--- src/rtl/palette_pkg.sv ---
// ============================================================================
// Module   : palette_pkg
// Purpose  : Shared colour types, defaults and width helpers for the palette LUT.
// Revision : 1.0
// ============================================================================
`default_nettype none

package palette_pkg;

    localparam int COLOR_W_DEF = 4;

    typedef struct packed {
        logic [COLOR_W_DEF-1:0] r;
        logic [COLOR_W_DEF-1:0] g;
        logic [COLOR_W_DEF-1:0] b;
    } rgb_t;

    localparam rgb_t BLACK = '0;

    // A single-bank build still needs a 1-bit select port.
    function automatic int bank_w(input int n);
        return (n <= 2) ? 1 : $clog2(n);
    endfunction

endpackage

`default_nettype wire

--- src/rtl/palette_fade_scaler.sv ---
// ============================================================================
// Module   : palette_fade_scaler
// Purpose  : One registered colour-channel scale stage: (c * (brightness+1)) >> 4.
// Revision : 1.0
// ============================================================================
`default_nettype none

module palette_fade_scaler #(
    parameter int COLOR_W = 4
) (
    input  logic               clk,
    input  logic               reset,
    input  logic [COLOR_W-1:0] c_i,
    input  logic [3:0]         brightness_i,
    output logic [COLOR_W-1:0] c_o
);

    logic [4:0]         w_gain;
    logic [COLOR_W+3:0] w_prod;

    // Gain tops out at 16, so the product never needs more than COLOR_W+4 bits.
    assign w_gain = {1'b0, brightness_i} + 5'd1;
    assign w_prod = (COLOR_W + 4)'(c_i) * (COLOR_W + 4)'(w_gain);

    always_ff @(posedge clk or posedge reset) begin
        if (reset) begin
            c_o <= '0;
        end else begin
            c_o <= COLOR_W'(w_prod >> 4);
        end
    end

endmodule

`default_nettype wire

--- src/rtl/banked_palette_lut.sv ---
// ============================================================================
// Module   : banked_palette_lut
// Purpose  : Runtime-writable multi-bank colour LUT with frame-synchronous bank
//            swap. Optional macro PALETTE_FADE_EN adds a brightness fade stage.
// Revision : 1.0
// ============================================================================
`default_nettype none

module banked_palette_lut
    import palette_pkg::*;
#(
    parameter  int INDEX_W   = 4,
    parameter  int COLOR_W   = COLOR_W_DEF,
    parameter  int NUM_BANKS = 4,
    localparam int BANK_W    = bank_w(NUM_BANKS)
) (
    input  logic                 clk,
    input  logic                 reset,
    input  logic                 pix_valid_i,
    input  logic [INDEX_W-1:0]   index_i,
    input  logic                 wr_en_i,
    input  logic [BANK_W-1:0]    wr_bank_i,
    input  logic [INDEX_W-1:0]   wr_index_i,
    input  logic [3*COLOR_W-1:0] wr_rgb_i,
    input  logic                 bank_sel_we_i,
    input  logic [BANK_W-1:0]    bank_sel_i,
    input  logic                 frame_start_i,
`ifdef PALETTE_FADE_EN
    input  logic [3:0]           brightness_i,
`endif
    output logic                 pix_valid_o,
    output logic [COLOR_W-1:0]   red_o,
    output logic [COLOR_W-1:0]   green_o,
    output logic [COLOR_W-1:0]   blue_o,
    output logic [BANK_W-1:0]    active_bank_o
);

    localparam int              ENTRIES     = 2 ** INDEX_W;
    localparam logic [BANK_W:0] C_NUM_BANKS = (BANK_W + 1)'(NUM_BANKS);

    rgb_t              r_table [NUM_BANKS][ENTRIES];
    logic [BANK_W-1:0] r_staged;
    logic [BANK_W-1:0] r_active;
    rgb_t              r_rgb;
    logic              r_valid;

    logic w_wr_ok;
    logic w_sel_ok;
    logic w_hit;
    rgb_t w_wr_rgb;
    rgb_t w_lookup;

    assign w_wr_ok  = ({1'b0, wr_bank_i}  < C_NUM_BANKS);
    assign w_sel_ok = ({1'b0, bank_sel_i} < C_NUM_BANKS);
    assign w_wr_rgb = wr_rgb_i;

    // Same-cycle write to the entry being looked up bypasses the table.
    assign w_hit    = wr_en_i && w_wr_ok && (wr_bank_i == r_active) && (wr_index_i == index_i);
    assign w_lookup = w_hit ? w_wr_rgb : r_table[r_active][index_i];

    always_ff @(posedge clk or posedge reset) begin
        if (reset) begin
            for (int b = 0; b < NUM_BANKS; b++) begin
                for (int e = 0; e < ENTRIES; e++) begin
                    r_table[b][e] <= BLACK;
                end
            end
        end else if (wr_en_i && w_wr_ok) begin
            r_table[wr_bank_i][wr_index_i] <= w_wr_rgb;
        end
    end

`ifdef PALETTE_FADE_EN
    logic [3:0] r_bright_stg;
    logic [3:0] r_bright_act;
    logic [3:0] r_bright_d;
    logic       r_valid2;
`endif

    // Staged settings become active only on frame_start; a same-cycle stage bypasses.
    always_ff @(posedge clk or posedge reset) begin
        if (reset) begin
            r_staged <= '0;
            r_active <= '0;
`ifdef PALETTE_FADE_EN
            r_bright_stg <= 4'hF;
            r_bright_act <= 4'hF;
`endif
        end else begin
            if (bank_sel_we_i && w_sel_ok) begin
                r_staged <= bank_sel_i;
            end
            if (frame_start_i) begin
                r_active <= (bank_sel_we_i && w_sel_ok) ? bank_sel_i : r_staged;
            end
`ifdef PALETTE_FADE_EN
            if (bank_sel_we_i) begin
                r_bright_stg <= brightness_i;
            end
            if (frame_start_i) begin
                r_bright_act <= bank_sel_we_i ? brightness_i : r_bright_stg;
            end
`endif
        end
    end

    always_ff @(posedge clk or posedge reset) begin
        if (reset) begin
            r_valid <= 1'b0;
            r_rgb   <= BLACK;
`ifdef PALETTE_FADE_EN
            r_bright_d <= 4'hF;
            r_valid2   <= 1'b0;
`endif
        end else begin
            r_valid <= pix_valid_i;
            r_rgb   <= pix_valid_i ? w_lookup : BLACK;
`ifdef PALETTE_FADE_EN
            // Brightness travels with the pixel so a mid-pipeline commit cannot split it.
            r_bright_d <= r_bright_act;
            r_valid2   <= r_valid;
`endif
        end
    end

`ifdef PALETTE_FADE_EN
    palette_fade_scaler #(.COLOR_W(COLOR_W)) u_scale_r (
        .clk(clk), .reset(reset), .c_i(r_rgb.r), .brightness_i(r_bright_d), .c_o(red_o)
    );
    palette_fade_scaler #(.COLOR_W(COLOR_W)) u_scale_g (
        .clk(clk), .reset(reset), .c_i(r_rgb.g), .brightness_i(r_bright_d), .c_o(green_o)
    );
    palette_fade_scaler #(.COLOR_W(COLOR_W)) u_scale_b (
        .clk(clk), .reset(reset), .c_i(r_rgb.b), .brightness_i(r_bright_d), .c_o(blue_o)
    );
    assign pix_valid_o = r_valid2;
`else
    assign red_o       = r_rgb.r;
    assign green_o     = r_rgb.g;
    assign blue_o      = r_rgb.b;
    assign pix_valid_o = r_valid;
`endif

    assign active_bank_o = r_active;

endmodule

`default_nettype wire

--- config.mk ---
export PLATFORM = sky130hd
export DESIGN_NAME = banked_palette_lut
export DESIGN_NICKNAME = d
export VERILOG_FILES = /design/src/rtl/palette_pkg.sv /design/src/rtl/palette_fade_scaler.sv /design/src/rtl/banked_palette_lut.sv
export SDC_FILE = /design/constraint.sdc
export NUM_CORES = 1
export LEC_CHECK = 0
export CORE_MARGIN = 8
export CORE_UTILIZATION = 45
export CTS_CLUSTER_DIAMETER = 60
export DETAILED_ROUTE_END_ITERATION = 6
export PLACE_DENSITY = 0.64
export RECOVER_POWER = 25
export SLEW_MARGIN = 25
export SYNTH_ARGS = -nofsm -noshare
export SYNTH_HDL_FRONTEND = slang
export SYNTH_SLANG_ARGS = --single-unit
--- constraint.sdc ---
create_clock -name clk -period 35.1 [get_ports clk]
set_input_delay 5.265 -clock clk [delete_from_list [all_inputs] [get_ports clk]]
set_output_delay 5.265 -clock clk [all_outputs]
set_load 0.1 [all_outputs]
* After elaboration in Yosys (flattened, before gate mapping)
Cells that the tools add are included.
** Cells by class
- Order comparisons :: 6
- Equal/unequal tests :: 2
- Muxes and demuxes :: 14
- Bitwise gates (word level) :: 4
- Reductions and logical operators :: 4
** Operator list (number)
- bitwise mux 768 bit :: 1
- two-way mux 192 bit :: 3
- binary-select mux 192 bit (select 2 bit) :: 1
- demux 192 bit (select 2 bit) :: 1
- two-way mux 12 bit :: 5
- binary-select mux 12 bit (select 4 bit) :: 1
- demux 12 bit (select 4 bit) :: 1
- greater-or-equal comparator 5 bit (second input constant) :: 2
- inverter 4 -> 5 bit :: 2
- greater-or-equal comparator 3 bit (second input constant) :: 2
- inverter 2 -> 3 bit :: 2
- less-than comparator 5 x 1 -> 1 bit (second input constant) :: 1
- equality test 4 bit :: 1
- logical AND 1 bit :: 4
- less-than comparator 3 x 1 -> 1 bit (second input constant) :: 1
- equality test 2 bit :: 1
- two-way mux 2 bit :: 1
** Storage, ports and cells
- Bits in registers :: 785
- Output and inout port bits :: 15
- Word-level logic and storage cells :: 228

* Logic depth before layout (Yosys ltp)
Gate-level depths: netlist of run 1.
- Word-level depth :: 9
- Depth in mapped cells :: 9
- Gate-level depth less buffers :: 5

* Worst setup path after synthesis of run 1
No wires, ideal clock.
- Path type :: in2reg
- Start point :: input index_i[0]
- End point :: register r_rgb, in the netlist blue_o[3]
- Setup time :: 0.129 ns
- Arrival time :: 6.709 ns
- Path slack :: 28.262 ns
- Stages :: 7
- Buffers on the path :: 2
- Cells stage by stage :: buf_4 -> buf_2 -> mux4_1 -> o22ai_1 -> a32oi_1 -> and3_1 -> o41a_1
** Between the ends
- Cells in the longest elaborated chain, start to end :: 6
** Ends and longest elaborated chain
- start: declaration :: RTL line banked_palette_lut.sv:20 : input logic [INDEX_W-1:0] index_i,
- inverter 4 -> 5 bit (not written as such) :: RTL line banked_palette_lut.sv:59 : assign w_lookup = w_hit ? w_wr_rgb : r_table[r_active][index_i];
- binary-select mux 12 bit (select 4 bit) :: RTL line banked_palette_lut.sv:59
- two-way mux 12 bit (not written as such) (2 in series) :: RTL line banked_palette_lut.sv:59
- two-way mux 12 bit (*) :: RTL line banked_palette_lut.sv:59
- two-way mux 12 bit (*) :: RTL line banked_palette_lut.sv:117 : r_rgb <= pix_valid_i ? w_lookup : BLACK;
- end signal: assignment :: RTL line banked_palette_lut.sv:117
- end: declaration :: RTL line banked_palette_lut.sv:44 : rgb_t r_rgb;
Every way passes the cells marked *; elsewhere a longest branch is shown, timed or not. The select of a mux whose other input is x is not followed.
A chain may end at the register's enable or synchronous reset.

==> impl_results.md, run 1 <==
* Die height at 299 um
* Max Slew Vio Count at 387
* HPWL Detailed at 55300 um
* Routed vias at 20275
* Deepest clock path buffer count at 3
* Die W at 299 um
* Synth Net Count at 2352
* Grt met3 use at 3.35%
* Boundary pin count at 45
* Slowest-stage cell, CP: clkinvlp_2
* Crit path max-delay family: buffers and inverters
* Hold Fails Final Rpt at 0
* Top-count cell post-synth: dfrtp_1
* DRT iter0 DRCs at 1509
* Critical Path AT at 12.04 ns
* Min-Delay Endpoint: r_table[548]
* Met1 usage at 28.1%
* Root buf cell: clkbuf_16
* RePlAce Congestion at 0.827
* Worst path max stage delay at 3.06 ns
* Top cells by count, synth: dfrtp_1 (785), mux2_2 (773), mux4_2 (175)
* CTS Buf Count at 85
* Pin count of the biggest net entering global routing at 198
* DRT antenna net count at 0
* Failing checks: max-capacitance violations, max-slew violations
* Area Growth Syn to Fin at 10.7%
* Number of cells on the critical path at 3
* Fin area at 40000 um^2
* Hold Crit Class: reg2reg
* Yosys reg bits at 785
* # Post-CTS Setup Buffers at 0
* Final wirelength at 91000 um
* Gr usage total at 20.4%
* Synth Flop Type: dfrtp_1
* Initial core utilization at 45.2%
* CTS sink count at 785
* DRT Pass-1 Iters at 7
* VDD IR max at 30.5 uV
* Critical Path RT at 34.88 ns
* Slew at the pin with the worst max-slew slack at 5.54 ns
* Worst hold stages at 1
* Vias in the first global route at 21837
* H-tree depth at 3
* Cts hold-fix bufs at 0
* Max Fclk at 0.0816 GHz
* Average size of a mapped cell at 15.6 um^2
* Synthesis warning total at 0
* DP Area at 37100 um^2
* Post-Syn Instances at 2322
* Sequential area share after synthesis at 54.3%
* CP endpoint kind: asynchronous set/reset pin
* Worst r2r path cells at 7
* Total of max-cap violations at 5
* Crit share post-route at 34.9%
* Final worst slack at 22.84 ns
* Post-synth EDFFs at 0
* Clock latency on the worst-skew pair at 0.63 ns
* Post-route clock skew at 0.0183 ns
* Status: complete, but fails checks
* Reg2reg start: active_bank_o[0]
* Cells after DPL at 3245
* Reg clk slew, reported paths at 0.06 ns
* Met2 Usage GRT at 32.9%
* Drt wl/cell at 26.7 um
* Largest area contributor in the netlist: dfrtp_1
* CTS tree: built
* Register-to-register setup slack at 31.02 ns
* Grt peak-use layer: met2
* Post_cts resized at 0
* Max_slew headroom at -271%
* Yosys top cell area share at 54.3%
* Synthesized area at 36200 um^2
* Count of final setup violators at 0
* First-pass GRT wire length at 141000 um
* Fin Setup TNS at 0 ns
* Core Area at 80000 um^2
* Pre-CTS WS at 26.46 ns
* Die area at 89700 um^2
* Reg2reg end: blue_o[3]
* Unrepaired setup endpoints after global routing: no
* Crit path launch type: input port
* Area contributors post-synth: dfrtp_1 (54%), mux2_2 (24%), mux4_2 (11%)
* Crit path buffers/inverters at 3
* Pleak at 18.5 nW
* Worst-path cell chain: dlygate4sd3_1 > clkinvlp_2 > clkbuf_1
* I/O Buffers at 44
* Post-synth ARST share at 100%
* Fin cells at 3404
* Vias per cell at 5.96
* # DRC at 0
* Row cnt at 104
* Crit-path max FO at 124
* Kind of critical path: in2async
* Power per cell area at 59.3 nW/um^2
* Netlist cell types at 56
* Total global routing overflow at 0
* Layout Nets at 2304
* Hold wc startpoint: r_table[548]
* Min Tclk post-route at 12.26 ns
* Layout cell share with drive strength beyond 1 at 49.3%
* Antenna violations before repair at 6
[routing by layer]
layer / vias up / routed length, um / share of wire (%)
met1: 11067 / 40200 / 44
li1: 8533 / - / -
met3: 168 / 4160 / 4.6
met5: - / 0 / 0
met4: 0 / 2860 / 3.1
met2: 507 / 43800 / 48
[logic make-up after synthesis]
kind of cell / Yosys count / share of synthesized area [%]
muxes: 1039 / 38.2
DFF: 785 / 54.3
buffers and inverters: 233 / 3.45
and+or+nand+nor: 180 / 2.27
AOI/OAI and AO/OA: 79 / 1.63
xor gates and xnor gates: 6 / 0.145
[flip-flops by register name, summed over array words and instances (netlist names)]
register and flops:
active_bank_o 2, blue_o 4, green_o 4, pix_valid_o 1
r_staged 2, r_table 768, red_o 4
[worst max-delay path by stage]
stage,from,end,slack (ns)
5_1_grt,reset,r_table[193],21.36
3_3_place_gp,index_i[0],red_o[1],26.52
4_1_cts,active_bank_o[1],active_bank_o[1],26.85
6_report,reset,r_table[193],22.84
3_5_place_dp,index_i[0],blue_o[2],26.46
2_1_floorplan,reset,active_bank_o[0],7.79
[final cells by class]
class / count / area (um^2)
antenna: 4 / 10.0
clock buffer: 123 / 2460
clock inverter: 30 / 484
fill: 6713 / 40000
inverter: 4 / 16.3
multi-input combinational: 1304 / 15300
sequential: 785 / 19700
tap: 1060 / 1330
timing repair buffer: 94 / 762
[report_power, final]
part	switching [mW]	internal [mW]
sequential	0.0646	1.02
combinational	0.166	0.184
clock	0.370	0.563
total	0.601	1.77
[layout by cell type (no fill, tap or decap), drive strengths merged, types with 3 or more instances in the layout]
| master | netlist | layout |
|---|---|---|
| clkinv | 0 | 15 |
| nor3 | 8 | 8 |
| a222oi | 7 | 7 |
| o211ai | 7 | 7 |
| clkinvlp | 0 | 3 |
| diode | 0 | 4 |
| nand4 | 11 | 11 |
| dfrtp | 785 | 785 |
| a22oi | 18 | 18 |
| clkdlybuf4s50 | 0 | 28 |
| a21oi | 6 | 6 |
| o21ai | 8 | 8 |
| buf | 131 | 50 |
| or2 | 6 | 6 |
| a21boi | 7 | 7 |
| a32oi | 3 | 3 |
| bufinv | 0 | 10 |
| a31oi | 3 | 3 |
| clkbuf | 92 | 136 |
| mux2i | 76 | 76 |
| xor2 | 4 | 4 |
| nor2b | 7 | 7 |
| mux2 | 773 | 773 |
| nand2b | 5 | 5 |
| mux4 | 190 | 190 |
| nand2 | 84 | 84 |
| o22ai | 5 | 5 |
| dlygate4sd3 | 1 | 3 |
| nor2 | 32 | 32 |
| nand3 | 16 | 16 |
| inv | 4 | 6 |
[stage by stage]
stage	hold slack (ns)	power, mW	utilization [%]
floorplan	0.468	1.36	-
global placement	0.479	1.44	46.3
detailed placement	0.485	1.46	46.3
CTS	0.498	2.40	50.0
global route	0.505	2.47	50.0
finish	0.497	2.37	50.0
Note: power is estimated with default switching activity, not from simulation.
==> run 2, diff against run 1 <==
--- a/config.mk
+++ b/config.mk
@@ -9,7 +9,7 @@
 export CORE_UTILIZATION = 45
 export CTS_CLUSTER_DIAMETER = 60
 export DETAILED_ROUTE_END_ITERATION = 6
-export PLACE_DENSITY = 0.64
+export PLACE_DENSITY = 0.67
 export RECOVER_POWER = 25
 export SLEW_MARGIN = 25
 export SYNTH_ARGS = -nofsm -noshare
==> constraint.sdc (replaced) <==
create_clock -name clk -period 10.9 [get_ports clk]
set_input_delay 1.635 -clock clk [delete_from_list [all_inputs] [get_ports clk]]
set_output_delay 1.635 -clock clk [all_outputs]
set_load 0.1 [all_outputs]
==> impl_results.md, run 2 (synthesized netlist as in run 1, its figures left out) <==
* Status: complete, but fails checks
* Failing checks: max-capacitance violations, max-slew violations
* Worst setup startpoint: reset
* Drt wl/cell at 26.4 um (-1.3%)
* Root buf cell: clkbuf_16
* Crit path launch type: input port
* Reg clk slew, reported paths at 0.06 ns (about the same)
* CTS Buf Count at 84 (-1.2%)
* DRT Pass-1 Iters at 6 (-1)
* Row cnt at 104 (unchanged)
* Hold Crit Class: reg2reg
* Combined area of the multi-input logic cells at 15300 um^2 (-0.17%)
* Max FFs per register at 768 (unchanged)
* Critical Path RT at 11.51 ns (-23.37 ns)
* RePlAce Congestion at 0.898 (+8.6%)
* Register-to-register setup slack at 6.99 ns (-24.03 ns)
* Pin count of the biggest net entering global routing at 191 (-3.5%)
* Seq pwr share at 46.6% (+0.7 points)
* # DRC at 0 (unchanged)
* Max_slew headroom at -144% (+130 points)
* # Post-CTS Setup Buffers at 0 (unchanged)
* Combinational power share at 15.0% (+0.2 points)
* Gr usage total at 20.0% (-0.40 points)
* Fin Setup TNS at 0 ns (unchanged)
* Total global routing overflow at 0 (unchanged)
* Vias in the first global route at 22020 (+0.84%)
* Initial core utilization at 45.2% (unchanged)
* Most frequent cells in the layout: dfrtp_1 (783), mux2_2 (771), mux4_2 (175), clkbuf_16 (87), nand2_1 (84)
* Fillers at 6606 (-1.6%)
* Final wirelength at 90000 um (-1.1%)
* Cells after DPL at 3248 (+0.092%)
* Number of cells on the critical path at 5 (+2)
* VDD IR max at 108 uV (+260%)
* Die height at 299 um (unchanged)
* Crit share post-route at 60.7%
* H-tree depth at 3 (unchanged)
* Slowest-stage cell, CP: clkbuf_1
* Deepest clock path buffer count at 3 (unchanged)
* Power per cell area at 189 nW/um^2 (+220%)
* Clock power share at 38.5% (-0.8 points)
* HPWL Detailed at 54700 um (-1.0%)
* Int Power at 5.60 mW (+220%)
* Worst r2r path cells at 6 (-1)
* I/O Buffers at 44 (unchanged)
* NetSw at 1.94 mW (+220%)
* Die W at 299 um (unchanged)
* Area Growth Syn to Fin at 10.5%
* Boundary pin count at 45 (unchanged)
* Reg2reg start: active_bank_o[1]
* FF+latch area at 19700 um^2 (unchanged)
* Layout cell share with drive strength beyond 1 at 48.9% (-0.36 points)
* Pleak at 18.5 nW (about the same)
* Core Area at 80000 um^2 (unchanged)
* Commonest non-fill, non-tap cell in the layout: dfrtp_1
* Hold Fails Final Rpt at 0 (unchanged)
* Fin cells at 3410 (+0.18%)
* Min Tclk post-route at 6.61 ns
* Reg2reg end: blue_o[1]
* DRT iter0 DRCs at 1448 (-4.0%)
* Antenna violations before repair at 7 (+1)
* CTS sink count at 785 (unchanged)
* Min Hold Slack at 0.482 ns (-0.0153 ns)
* Worst path max stage delay at 2.63 ns (-0.43 ns)
* Crit path max-delay family: buffers and inverters
* Net switching share of the total power at 25.7% (+0.35 points)
* Reg with most FFs: r_table
* DRT antenna net count at 0 (unchanged)
* Crit-path max FO at 170 (+37%)
* Total of max-cap violations at 3 (-2)
* Post-route clock skew at 0.0204 ns (+0.00213 ns)
* Unrepaired setup endpoints after global routing: no
* Post_cts resized at 0 (unchanged)
* Clock latency on the worst-skew pair at 0.63 ns (about the same)
* Vias per cell at 5.99 (+0.56%)
* Max Fclk at 0.151 GHz
* Layout Nets at 2307 (+0.13%)
* Slew at the pin with the worst max-slew slack at 3.66 ns (-1.88 ns)
* First-pass GRT wire length at 139000 um (-1.0%)
* Count of final setup violators at 0 (unchanged)
* Max Slew Vio Count at 161 (-58%)
* Die area at 89700 um^2 (unchanged)
* CP endpoint: r_table[205]
* Critical Path AT at 7.23 ns (-4.81 ns)
* Cts hold-fix bufs at 0 (unchanged)
* CP endpoint kind: asynchronous set/reset pin
* Worst-path cell chain: dlygate4sd3_1 > clkinvlp_2 > clkbuf_1 > buf_16 > buf_12
* Kind of critical path: in2async
* Routed vias at 20424 (+0.73%)
* CTS tree: built
* Crit path buffers/inverters at 5 (+2)
-- run 2: worst reg2reg max path, stage by stage (launching register included) --
cell	delay (ns)
dfrtp_4	0.98
buf_4	0.82
xor2_1	0.22
nor4_2	0.33
nand4_1	0.82
o2111ai_1	0.41
o221ai_1	0.17
-- run 2: area by class of cell --
type                       instances  share of cell area [%]
clock buffer                     129                    6.54
antenna                            5                  0.0313
inverter                           4                  0.0407
clock inverter                    25                   0.614
timing repair buffer              98                    2.08
sequential                       785                    49.2
multi-input combinational       1304                    38.2
tap                             1060                    3.32
-- run 2: power groups by stage --
stage	clock [mW]	sequential, mW	combinational [mW]
final	2.90	3.51	1.13
after global placement	0	3.52	1.09
after detailed placement	0	3.56	1.13
after floorplan	0	3.51	0.869
after global routing	3.09	3.55	1.21
after CTS	2.96	3.51	1.14
-- run 2: worst min-delay path by stage --
stage,cells after the start,slack (ns),from,to
2_1_floorplan,1,0.47,r_staged[0],r_staged[0]
5_1_grt,1,0.51,r_table[270],r_table[270]
6_report,1,0.48,r_staged[0],r_staged[0]
3_5_place_dp,1,0.48,r_table[698],r_table[698]
4_1_cts,1,0.50,r_table[548],r_table[548]
3_3_place_gp,1,0.48,r_table[571],r_table[571]
-- run 2: metrics by stage --
stage	util, %	cell area (um^2)	power (mW)	worst slack [ns]
6_report	49.9	40000	7.54	4.29
2_1_floorplan	-	36200	4.38	-1.51
3_3_place_gp	46.3	37100	4.61	5.83
3_5_place_dp	46.3	37100	4.69	5.75
5_1_grt	49.9	40000	7.85	3.35
4_1_cts	49.9	39900	7.61	6.29
-- run 2: layer usage --
layer  vias up  global-route usage, %  part of all wire, %
li1       8534                      -                    -
met1     11206                   27.6                   43
met2       521                   31.8                   48
met3       161                   3.64                  5.1
met4         2                   7.37                  3.5
met5         -                      0                0.014
==> run 3, diff against run 2 <==
--- a/config.mk
+++ b/config.mk
@@ -9,7 +9,7 @@
 export CORE_UTILIZATION = 45
 export CTS_CLUSTER_DIAMETER = 60
 export DETAILED_ROUTE_END_ITERATION = 6
-export PLACE_DENSITY = 0.67
+export PLACE_DENSITY = 0.64
 export RECOVER_POWER = 25
 export SLEW_MARGIN = 25
 export SYNTH_ARGS = -nofsm -noshare
==> constraint.sdc (replaced) <==
create_clock -name clk -period 6.4 [get_ports clk]
set_input_delay 0.96 -clock clk [delete_from_list [all_inputs] [get_ports clk]]
set_output_delay 0.96 -clock clk [all_outputs]
set_load 0.1 [all_outputs]
==> impl_results.md, run 3 (synthesized netlist as in run 1, its figures left out) <==
* # Post-CTS Setup Buffers at 0 (unchanged)
* Root buf cell: clkbuf_16
* Pleak at 18.5 nW (about the same)
* H-tree depth at 3 (unchanged)
* Deepest clock path buffer count at 3 (unchanged)
* First-pass GRT wire length at 140000 um (+0.52%)
* # DRC at 0 (unchanged)
* Row cnt at 104 (unchanged)
* RePlAce Congestion at 0.826 (-8.0%)
* Worst-path cell chain: dlygate4sd3_1 > clkinvlp_2 > clkbuf_1 > buf_16
* DRT antenna net count at 0 (unchanged)
* CTS tree: built
* Fin area at 39900 um^2 (-0.11%)
* Final worst slack at 2.12 ns (-2.16 ns)
* Unrepaired setup endpoints after global routing: no
* Status: complete, but fails checks
* Reg with most FFs: r_table
* Fillers at 6718 (+1.7%)
* Crit path buffers/inverters at 4 (-1)
* Area Growth Syn to Fin at 10.4%
* Slew at the pin with the worst max-slew slack at 2.62 ns (-1.04 ns)
* Hold Fails Final Rpt at 0 (unchanged)
* CTS sink count at 785 (unchanged)
* Die height at 299 um (unchanged)
* Crit path launch type: input port
* Total global routing overflow at 0 (unchanged)
* Die area at 89700 um^2 (unchanged)
* Layout Nets at 2313 (+0.26%)
* Max FFs per register at 768 (unchanged)
* Final wirelength at 90800 um (+0.84%)
* Antenna violations before repair at 3 (-4)
* CTS Buf Count at 85 (+1.2%)
* Pin count of the biggest net entering global routing at 182 (-4.7%)
* Pre-CTS WS at 2.58 ns (-3.17 ns)
* Cells after DPL at 3254 (+0.18%)
* Most frequent cells in the layout: dfrtp_1 (783), mux2_2 (772), mux4_2 (175), clkbuf_16 (86), nand2_1 (84)
* Crit path max-delay family: buffers and inverters
* Max Slew Vio Count at 44 (-73%)
* Layout cell share with drive strength beyond 1 at 49.3% (+0.43 points)
* Kind of critical path: in2async
* Vias per cell at 5.89 (-1.6%)
* Min Tclk post-route at 4.28 ns
* Worst r2r path cells at 6 (unchanged)
* CP endpoint kind: asynchronous set/reset pin
* Commonest non-fill, non-tap cell in the layout: dfrtp_1
* DRT iter0 DRCs at 1456 (+0.55%)
* Post_cts resized at 0 (unchanged)
* Drt wl/cell at 26.6 um (+0.93%)
* Critical Path RT at 7.03 ns (-4.48 ns)
* Reg clk slew, reported paths at 0.06 ns (about the same)
* VDD IR max at 196 uV (+81%)
* Worst path max stage delay at 1.92 ns (-0.71 ns)
* DP Area at 37200 um^2 (+0.30%)
* HPWL Detailed at 55500 um (+1.3%)
* Gr usage total at 20.3% (+0.26 points)
* Max_slew headroom at -74.6% (+69 points)
* Post-route clock skew at 0.0200 ns (-0.000370 ns)
* Crit share post-route at 66.8%
* Routed vias at 20078 (-1.7%)
* Min Hold Slack at 0.492 ns (+0.0100 ns)
* I/O Buffers at 44 (unchanged)
* Core Area at 80000 um^2 (unchanged)
* Crit-path max FO at 131 (-23%)
* Boundary pin count at 45 (unchanged)
* Slowest-stage cell, CP: clkbuf_1
* DRT Pass-1 Iters at 5 (-1)
* Die W at 299 um (unchanged)
* Clock latency on the worst-skew pair at 0.63 ns (about the same)
* Max Fclk at 0.234 GHz
* Cts hold-fix bufs at 0 (unchanged)
* Initial core utilization at 45.2% (unchanged)
* Power per cell area at 317 nW/um^2 (+68%)
* Fin cells at 3407 (-0.088%)
* Worst hold stages at 1 (unchanged)
* Count of final setup violators at 0 (unchanged)
* Number of cells on the critical path at 4 (-1)
* Vias in the first global route at 21827 (-0.88%)
* Failing checks: max-capacitance violations, max-slew violations
* Critical Path AT at 4.91 ns (-2.32 ns)
* Total of max-cap violations at 1 (-2)
* Hold Crit Class: reg2reg
-- run 3: layer usage --
layer	vias to the layer above	GRT usage, %	wire (um)
li1	8511	-	-
met3	140	3.48	4170
met5	-	0	0
met1	10978	27.5	39700
met2	449	33.4	44300
met4	0	6.43	2550
-- run 3: final timing paths --
kind	endpoint	from	slack, ns
worst max-delay path	active_bank_o[0]	reset	2.12
worst min-delay path	r_staged[0]	r_staged[0]	0.49
worst max register to register	red_o[3]	active_bank_o[1]	2.99
worst min register to register	r_staged[0]	r_staged[0]	0.49
max in group clk	active_bank_o[1]	active_bank_o[1]	2.53
min in group asynchronous	r_table[81]	reset	1.11
-- run 3: area by class of cell --
cell class	count	area (um^2)	share of cell area [%]
repair buffers	103	940	2.35
diodes	2	5.00	0.0125
clock buffers	129	2540	6.37
clock inverters	20	158	0.395
multi-input cells	1304	15300	38.3
well taps	1060	1330	3.32
inverters	4	16.3	0.0407
flip-flops and latches	785	19700	49.2
-- run 3: stage by stage --
stage	util [%]	power [mW]	setup TNS [ns]
2_1_floorplan	-	7.46	-4184.77
3_3_place_gp	46.5	7.89	0
3_5_place_dp	46.5	8.00	0
4_1_cts	49.9	12.8	0
5_1_grt	49.9	13.2	0
6_report	49.9	12.7	0
-- run 3: power breakdown --
part           leakage [nW]  internal [mW]  total, mW  switching (mW)
Sequential             10.4           5.62       5.98           0.358
Combinational          6.72           1.02       1.92           0.907
Clock                  1.34           2.77       4.76            1.98
Total                  18.5           9.41       12.7            3.25
